===== config.mk =====
export PLATFORM = sky130hd
export DESIGN_NAME = flip_read
export DESIGN_NICKNAME = d
export VERILOG_FILES = /design/src/rtl/augment_pkg.sv /design/src/rtl/flip_read_valid_delay.sv /design/src/rtl/flip_read.sv
export SDC_FILE = /design/constraint.sdc
export NUM_CORES = 1
export LEC_CHECK = 0
export ABC_AREA = 1
export CORE_UTILIZATION = 56
export CTS_CLUSTER_SIZE = 25
export DETAILED_ROUTE_END_ITERATION = 10
export PLACE_DENSITY = 0.9
export SYNTH_ARGS = -nofsm -noshare
export SYNTH_HDL_FRONTEND = slang
export SYNTH_SLANG_ARGS = --single-unit

===== constraint.sdc =====
create_clock -name clk -period 7.3 [get_ports clk]
set_input_delay 1.46 -clock clk [delete_from_list [all_inputs] [get_ports clk]]
set_output_delay 1.46 -clock clk [all_outputs]
set_load 0.01 [all_outputs]

===== src/rtl/augment_pkg.sv =====
// Constants and state encoding shared by the augmentation stages
// (reader, writer and friends).
package augment_pkg;
  localparam int IMG_DIM    = 28;
  localparam int IMG_PIXELS = 784;

  typedef enum logic [1:0] {IDLE, READ, DRAIN} flip_state_t;
endpackage


===== src/rtl/flip_read_valid_delay.sv =====
// DEPTH-stage shift register carrying {valid, last} alongside the BRAM read pipeline.
// valid_pre taps the stage just before the output, i.e. the cycle bram_data is good.
module valid_delay #(
  parameter int DEPTH = 2
) (
  input  logic clk,
  input  logic reset,
  input  logic valid_in,
  input  logic last_in,
  output logic valid_pre,
  output logic valid_out,
  output logic last_out
);
  logic [DEPTH-1:0] valid_sr;
  logic [DEPTH-1:0] last_sr;

  always_ff @(posedge clk) begin
    if (reset) begin
      valid_sr <= '0;
      last_sr  <= '0;
    end else begin
      valid_sr <= {valid_sr[DEPTH-2:0], valid_in};
      last_sr  <= {last_sr[DEPTH-2:0], last_in};
    end
  end

  assign valid_pre = valid_sr[DEPTH-2];
  assign valid_out = valid_sr[DEPTH-1];
  assign last_out  = last_sr[DEPTH-1];
endmodule


===== src/rtl/flip_read.sv =====
// Streams one 28x28 image out of BRAM in raster / mirrored / rotated order,
// alternating between two ping-pong source locations.
module flip_read
  import augment_pkg::*;
#(
  parameter int                  DATA_WIDTH   = 8,
  parameter int                  ADDR_WIDTH   = 11,
  parameter logic [ADDR_WIDTH-1:0] INPUT_ADDR = 11'h0,
  parameter int                  PIXEL_SIZE   = 8,
  parameter int                  READ_LATENCY = 1
) (
  input  logic                  clk,
  input  logic                  reset,
  input  logic                  start,
  input  logic                  flip_h,
  input  logic                  flip_v,
  output logic [ADDR_WIDTH-1:0] bram_addr,
  output logic                  r_enable,
  input  logic [DATA_WIDTH-1:0] bram_data,
  output logic [PIXEL_SIZE-1:0] pixel,
  output logic                  pixel_valid,
  output logic                  busy,
  output logic                  image_done
);
  localparam logic [4:0] LAST_IDX = 5'(IMG_DIM - 1);

  flip_state_t state, next_state;
  logic [4:0]  row, col;
  logic        fh_q, fv_q;
  logic        image;
  logic        last_read;
  logic        valid_pre, last_out;

  logic [4:0]            row_e, col_e;
  logic [ADDR_WIDTH-1:0] row_w, row_x28, image_base;

  always_ff @(posedge clk) begin
    if (reset) begin
      state <= IDLE;
      row   <= '0;
      col   <= '0;
      fh_q  <= 1'b0;
      fv_q  <= 1'b0;
      image <= 1'b0;
      pixel <= '0;
    end else begin
      state <= next_state;
      case (state)
        IDLE: begin
          if (start) begin
            fh_q <= flip_h;
            fv_q <= flip_v;
            row  <= '0;
            col  <= '0;
          end
        end
        READ: begin
          if (col == LAST_IDX) begin
            col <= '0;
            // Wrap row too on the final read so the counters sit at 0 while idle.
            row <= (row == LAST_IDX) ? 5'd0 : row + 5'd1;
          end else begin
            col <= col + 5'd1;
          end
        end
        DRAIN: begin
          if (last_out) image <= ~image;
        end
        default: ;
      endcase
      if (valid_pre) pixel <= PIXEL_SIZE'(bram_data);
    end
  end

  always_comb begin
    next_state = state;
    r_enable   = 1'b0;
    busy       = 1'b1;
    last_read  = 1'b0;
    image_done = 1'b0;
    case (state)
      IDLE: begin
        busy = 1'b0;
        if (start) next_state = READ;
      end
      READ: begin
        r_enable = 1'b1;
        if (row == LAST_IDX && col == LAST_IDX) begin
          last_read  = 1'b1;
          next_state = DRAIN;
        end
      end
      DRAIN: begin
        if (last_out) begin
          image_done = 1'b1;
          next_state = IDLE;
        end
      end
      default: next_state = IDLE;
    endcase
  end

  // row_e*28 built from shifts: 28 = 16 + 8 + 4.
  always_comb begin
    row_e      = fv_q ? LAST_IDX - row : row;
    col_e      = fh_q ? LAST_IDX - col : col;
    row_w      = ADDR_WIDTH'(row_e);
    row_x28    = (row_w << 4) + (row_w << 3) + (row_w << 2);
    image_base = image ? ADDR_WIDTH'(IMG_PIXELS) : '0;
    bram_addr  = INPUT_ADDR + image_base + row_x28 + ADDR_WIDTH'(col_e);
  end

  valid_delay #(
    .DEPTH(READ_LATENCY + 1)
  ) u_valid_delay (
    .clk      (clk),
    .reset    (reset),
    .valid_in (r_enable),
    .last_in  (last_read),
    .valid_pre(valid_pre),
    .valid_out(pixel_valid),
    .last_out (last_out)
  );
endmodule


* Word level (Yosys, flattened, before mapping) *
Index checks and enable logic that the tools add are counted.
Widths: inputs -> output; s select.

word-level totals
  bits in registers = 27
  output and inout port bits = 23

operators by class
  add/sub/neg operators = 8
  equal/unequal tests = 8
  multiplexer cells = 18
  bitwise logic cells = 2
  reduce and logical (&&, ||, !) cells = 9

operators with widths
  cell                 number
  $mux 5               6
  $pmux 5 s2           2
  $add 10x11->11       1
  $add 10x7->11        1
  $add 11x5->11        1
  $add 5x1->5 const B  2
  $add 9x8->10         1
  $eq 5x5->1 const B   2
  $mux 10              1
  $sub 5x5->5 const A  2
  $mux 2               3
  $ne 2x2->1 const B   3
  $pmux 2 s3           1
  $reduce_and 2->1     3
  $reduce_and 3->1     2
  $mux 1               5
  $eq 2x1->1 const B   1
  $eq 2x2->1 const B   1
  $logic_not 2->1      1
  $ne 2x1->1 const B   1
  $not 1->1            2
  $reduce_bool 2->1    1
  $reduce_or 2->1      1
  $logic_and 1x1->1    1

* Longest topological paths before layout *
  word-level depth = 6
  gate-level depth with buffers = 16
  mapped depth without buffers = 16

* Modules after synthesis *
A second synthesis with hierarchy kept.

second synthesis, totals
  cell total of the unflattened synthesis = 238
  area, all modules = 1,861.8 sq um

by module, submodules not included
  module       times used  cells each  area an instance (sq um)  seq. area each (sq um)
  flip_read    1           226         1,751.7                   460.4
  valid_delay  1           12          110.1                     80.1

* Least setup slack after synthesis *
OpenSTA, ideal clock, no wires.

  path type = reg-to-output
  start = register row[2]
  end = output bram_addr[9]
  arrival = 3.077 ns
  required time = 5.840 ns
  setup slack = 2.763 ns
  stages on the path, launching flop included = 13
  buffers on the path = 0
  cell sequence = dfxtp_1 inv_1 ha_1 nand2_1 o21ai_1 fa_1 ha_1 ha_1 ha_1 fa_1 nand3_1 nand2_1 xor2_1

on the way
  word-level cells in the longest chain between the ends = 6

RTL lines
  what                    line              RTL
  start, declared         flip_read.sv:28   logic [4:0] row, col;
  start signal, assigned  flip_read.sv:61   row <= (row == LAST_IDX) ? 5'd0 : row + 5'd1;
  $sub 5x5->5             flip_read.sv:105  row_e = fv_q ? LAST_IDX - row : row;
  $mux 5 *                flip_read.sv:105
  $add 9x8->10            flip_read.sv:108  row_x28 = (row_w << 4) + (row_w << 3) + (row_w << 2);
  $add 10x7->11 *         flip_read.sv:108
  $add 10x11->11 *        flip_read.sv:110  bram_addr = INPUT_ADDR + image_base + row_x28 + ADDR_WIDTH'(col_e);
  $add 11x5->11 *         flip_read.sv:110
  end, declared           flip_read.sv:17   output logic [ADDR_WIDTH-1:0] bram_addr,

Every way passes the cells marked *; elsewhere a longest branch is shown, timed or not.

* Final worst setup path *
Same ends and word-level chain as after synthesis.

==> results_dict.tcl <==
set metrics [dict create \
    clk_pin_slew_ns 0.14 \
    post-route-period-util 0.7669 \
    antenna_found_initial 0 \
    cts_root_buf "clkbuf_4" \
    grt_first_pass_wirelength_microns 6272 \
    synth_seq_area_share 0.2894 \
    drv_cap 0 \
    dpl_cell_area_sq_mm 0.002251 \
    vias 1600 \
    die_w_microns 59.76 \
    cts_tree "built" \
    grt_pass1_vias 1506 \
    total_leakage_power_nw 1.145 \
    cts_setup_buffers 0 \
    fin_area_sq_mm 0.002277 \
    max_slew.worst_pin.slew_ns 0.5574 \
    rows 20 \
    cp-start-kind "flip-flop" \
    max_freq_mhz 178.6 \
    syn2layout_area_growth_pct 21.90 \
    postCtsHoldBufs 0 \
    dr.pass1.iters 4 \
    syn-mean-instance-area_sq_um 7.719 \
    timing.setup.tns_ns 0 \
    fin_util 0.7339 \
    grt_max_degree 16 \
    first_iter_violations 72 \
    crit_fanout 7 \
    crit_slowest_cell "clkdlybuf4s50_1" \
    place_hpwl_microns 2885 \
    ys_ff_latch 27 \
    yosysWarningCount 0 \
    report.final.slew_viol_count 0 \
    ios 36 \
    post-place-ws_ns 2.062 \
    clockBufferDepth 2 \
    mostFrequentLayoutCell "nand2_1" \
    hold_viol_final 0 \
    synthesis.nets 289 \
    die-area_sq_mm 0.003571 \
    path_class "reg2out" \
    path_cells "inv_1 > ha_1 > nand2_1 > o21ai_1 > fa_1 > ha_1 > ha_1 > ha_1 > fa_1 > nand3_1 > nand2_1 > xor2_1 > clkdlybuf4s50_1" \
    layout_common_cells "nand2_1, nor2_1, clkdlybuf4s50_1, inv_1, ha_1" \
    drcViolationCount 0 \
    min_period_ns 5.599 \
    drt_wl_total_microns 3702 \
    post_drt_wl_per_cell_microns 11.53 \
    drive_gt1_frac 0.05415 \
    peakVddDrop_uv 183.0 \
    grt-ovfl-total 0 \
    gp_congestion 0.7997 \
    insertion_delay_ns 0.32 \
    cts_resized 0 \
    status "finished, final reports clean" \
    worstHoldPathCells 2 \
    timing.critical_path.mode_cell "ha_1" \
    fin_skew_ns 0.008291 \
    hold_class "reg2reg" \
    slowest_delay_ns 0.55 \
    numCtsBuffers 3 \
    grt_setup_unrepaired "no" \
    finalPower_w 0.0004988 \
    power-per-cell-area_mw_per_mm2 219.0 \
    setup_ws_ns 1.701 \
    antenna_cells 0 \
    die_h_microns 59.76 \
    grt_use_total 0.2293 \
    syn_inst 242 \
    initial_utilization 0.6020 \
    max_slew_margin 0.6280 \
    nets 325 \
    vias_per_cell 4.984 \
    io_buffers 35 \
    required_ns 5.84 \
    rr_worst_depth 6 \
    syn-cell-area_sq_mm 0.001868 \
    ant_nets 0 \
    coreArea_sq_mm 0.003103 \
    end_kind "primary output" \
    arrival_ns 4.14 \
    cts_htree_levels 1 \
    ys_types 26 \
    setup_viol 0 \
    cts_sinks 27 \
]
## power breakdown
| part | total (W) | internal, W | switching (W) |
|---|---|---|---|
| Combinational | 0.000256 | 0.000126 | 0.000130 |
| Clock | 0.0000643 | 0.0000214 | 0.0000429 |
| Sequential | 0.000179 | 0.000163 | 0.0000159 |
## worst max-delay path: cells and delay by family, from the launching register on
kind	cells	cell delay [ns]
adder cells (fa/ha/maj)	6	2.05
XOR/XNOR	1	0.13
AO/OA/AOI/OAI	1	0.20
AND/OR/NAND/NOR	3	0.22
buffers and inverters	2	0.71
flip-flops	1	0.50
## metal layers
layer,vias to the layer above,wire [microns],global-route usage
met4,0,26,0.04319
met5,-,0,0
met2,40,1792,0.3937
met3,4,174,0.04113
met1,708,1708,0.3019
li1,848,-,-
## worst paths after layout
| kind | slack (ns) | endpoint | from |
|---|---|---|---|
| max reg2reg | 5.57 | col[3] | state[0] |
| min | 0.43 | u_valid_delay.last_sr[1] | u_valid_delay.last_sr[0] |
| max | 1.70 | bram_addr[9] | row[2] |
| min reg2reg | 0.43 | u_valid_delay.last_sr[1] | u_valid_delay.last_sr[0] |
## area by class of cell
| type | count | area (sq um) |
|---|---|---|
| clock buffers | 4 | 26.28 |
| inverters | 30 | 112.6 |
| multi-input cells | 181 | 1192 |
| repair buffers | 35 | 350.3 |
| flip-flops and latches | 27 | 540.5 |
| fillers | 256 | 825.8 |
| well taps | 44 | 55.05 |
## Yosys cell counts
cell type / count / area [sq um]
nand4_1: 3 / 18.77
buf_1: 1 / 3.750
fa_1: 5 / 100.1
clkbuf_1: 2 / 7.510
nor2_1: 35 / 131.4
a21oi_2: 1 / 8.760
ha_1: 29 / 362.9
nand3b_1: 1 / 7.510
inv_1: 29 / 108.9
nor2_2: 5 / 31.28
xnor2_1: 4 / 35.03
a21oi_1: 14 / 70.07
clkinv_1: 1 / 3.750
nand2_2: 2 / 12.51
nor2_4: 1 / 11.26
nand3_1: 9 / 45.04
nand2_1: 41 / 153.9
nand2_4: 2 / 22.52
o21ai_0: 16 / 80.08
dfxtp_1: 27 / 540.5
o21ai_1: 1 / 5.000
buf_6: 1 / 11.26
nor3_1: 1 / 5.000
xor2_1: 9 / 78.83
a31oi_1: 1 / 6.260
or2_2: 1 / 6.260
## flip-flops by register name, summed over array words and instances (netlist names)
register / flops
col: 5
fh_q: 1
fv_q: 1
image: 1
pixel: 8
row: 5
state: 2
u_valid_delay.last_sr: 2
u_valid_delay.valid_sr: 2
## stage by stage
step           hold WS [ns]  std cells
2_1_floorplan        0.3883        242
3_3_place_gp         0.3953        317
3_5_place_dp         0.4048        317
4_1_cts              0.4240        321
5_1_grt              0.4756        321
6_report             0.4316        321
## kinds of logic after synthesis
kind of cell    share of synthesized area
compound gates                    0.09110
xor+xnor                          0.06095
fa+ha+maj                          0.2478
buf+inv                           0.07233
flops                              0.2894
simple gates                       0.2384
Power figures use the tool's default switching activity.
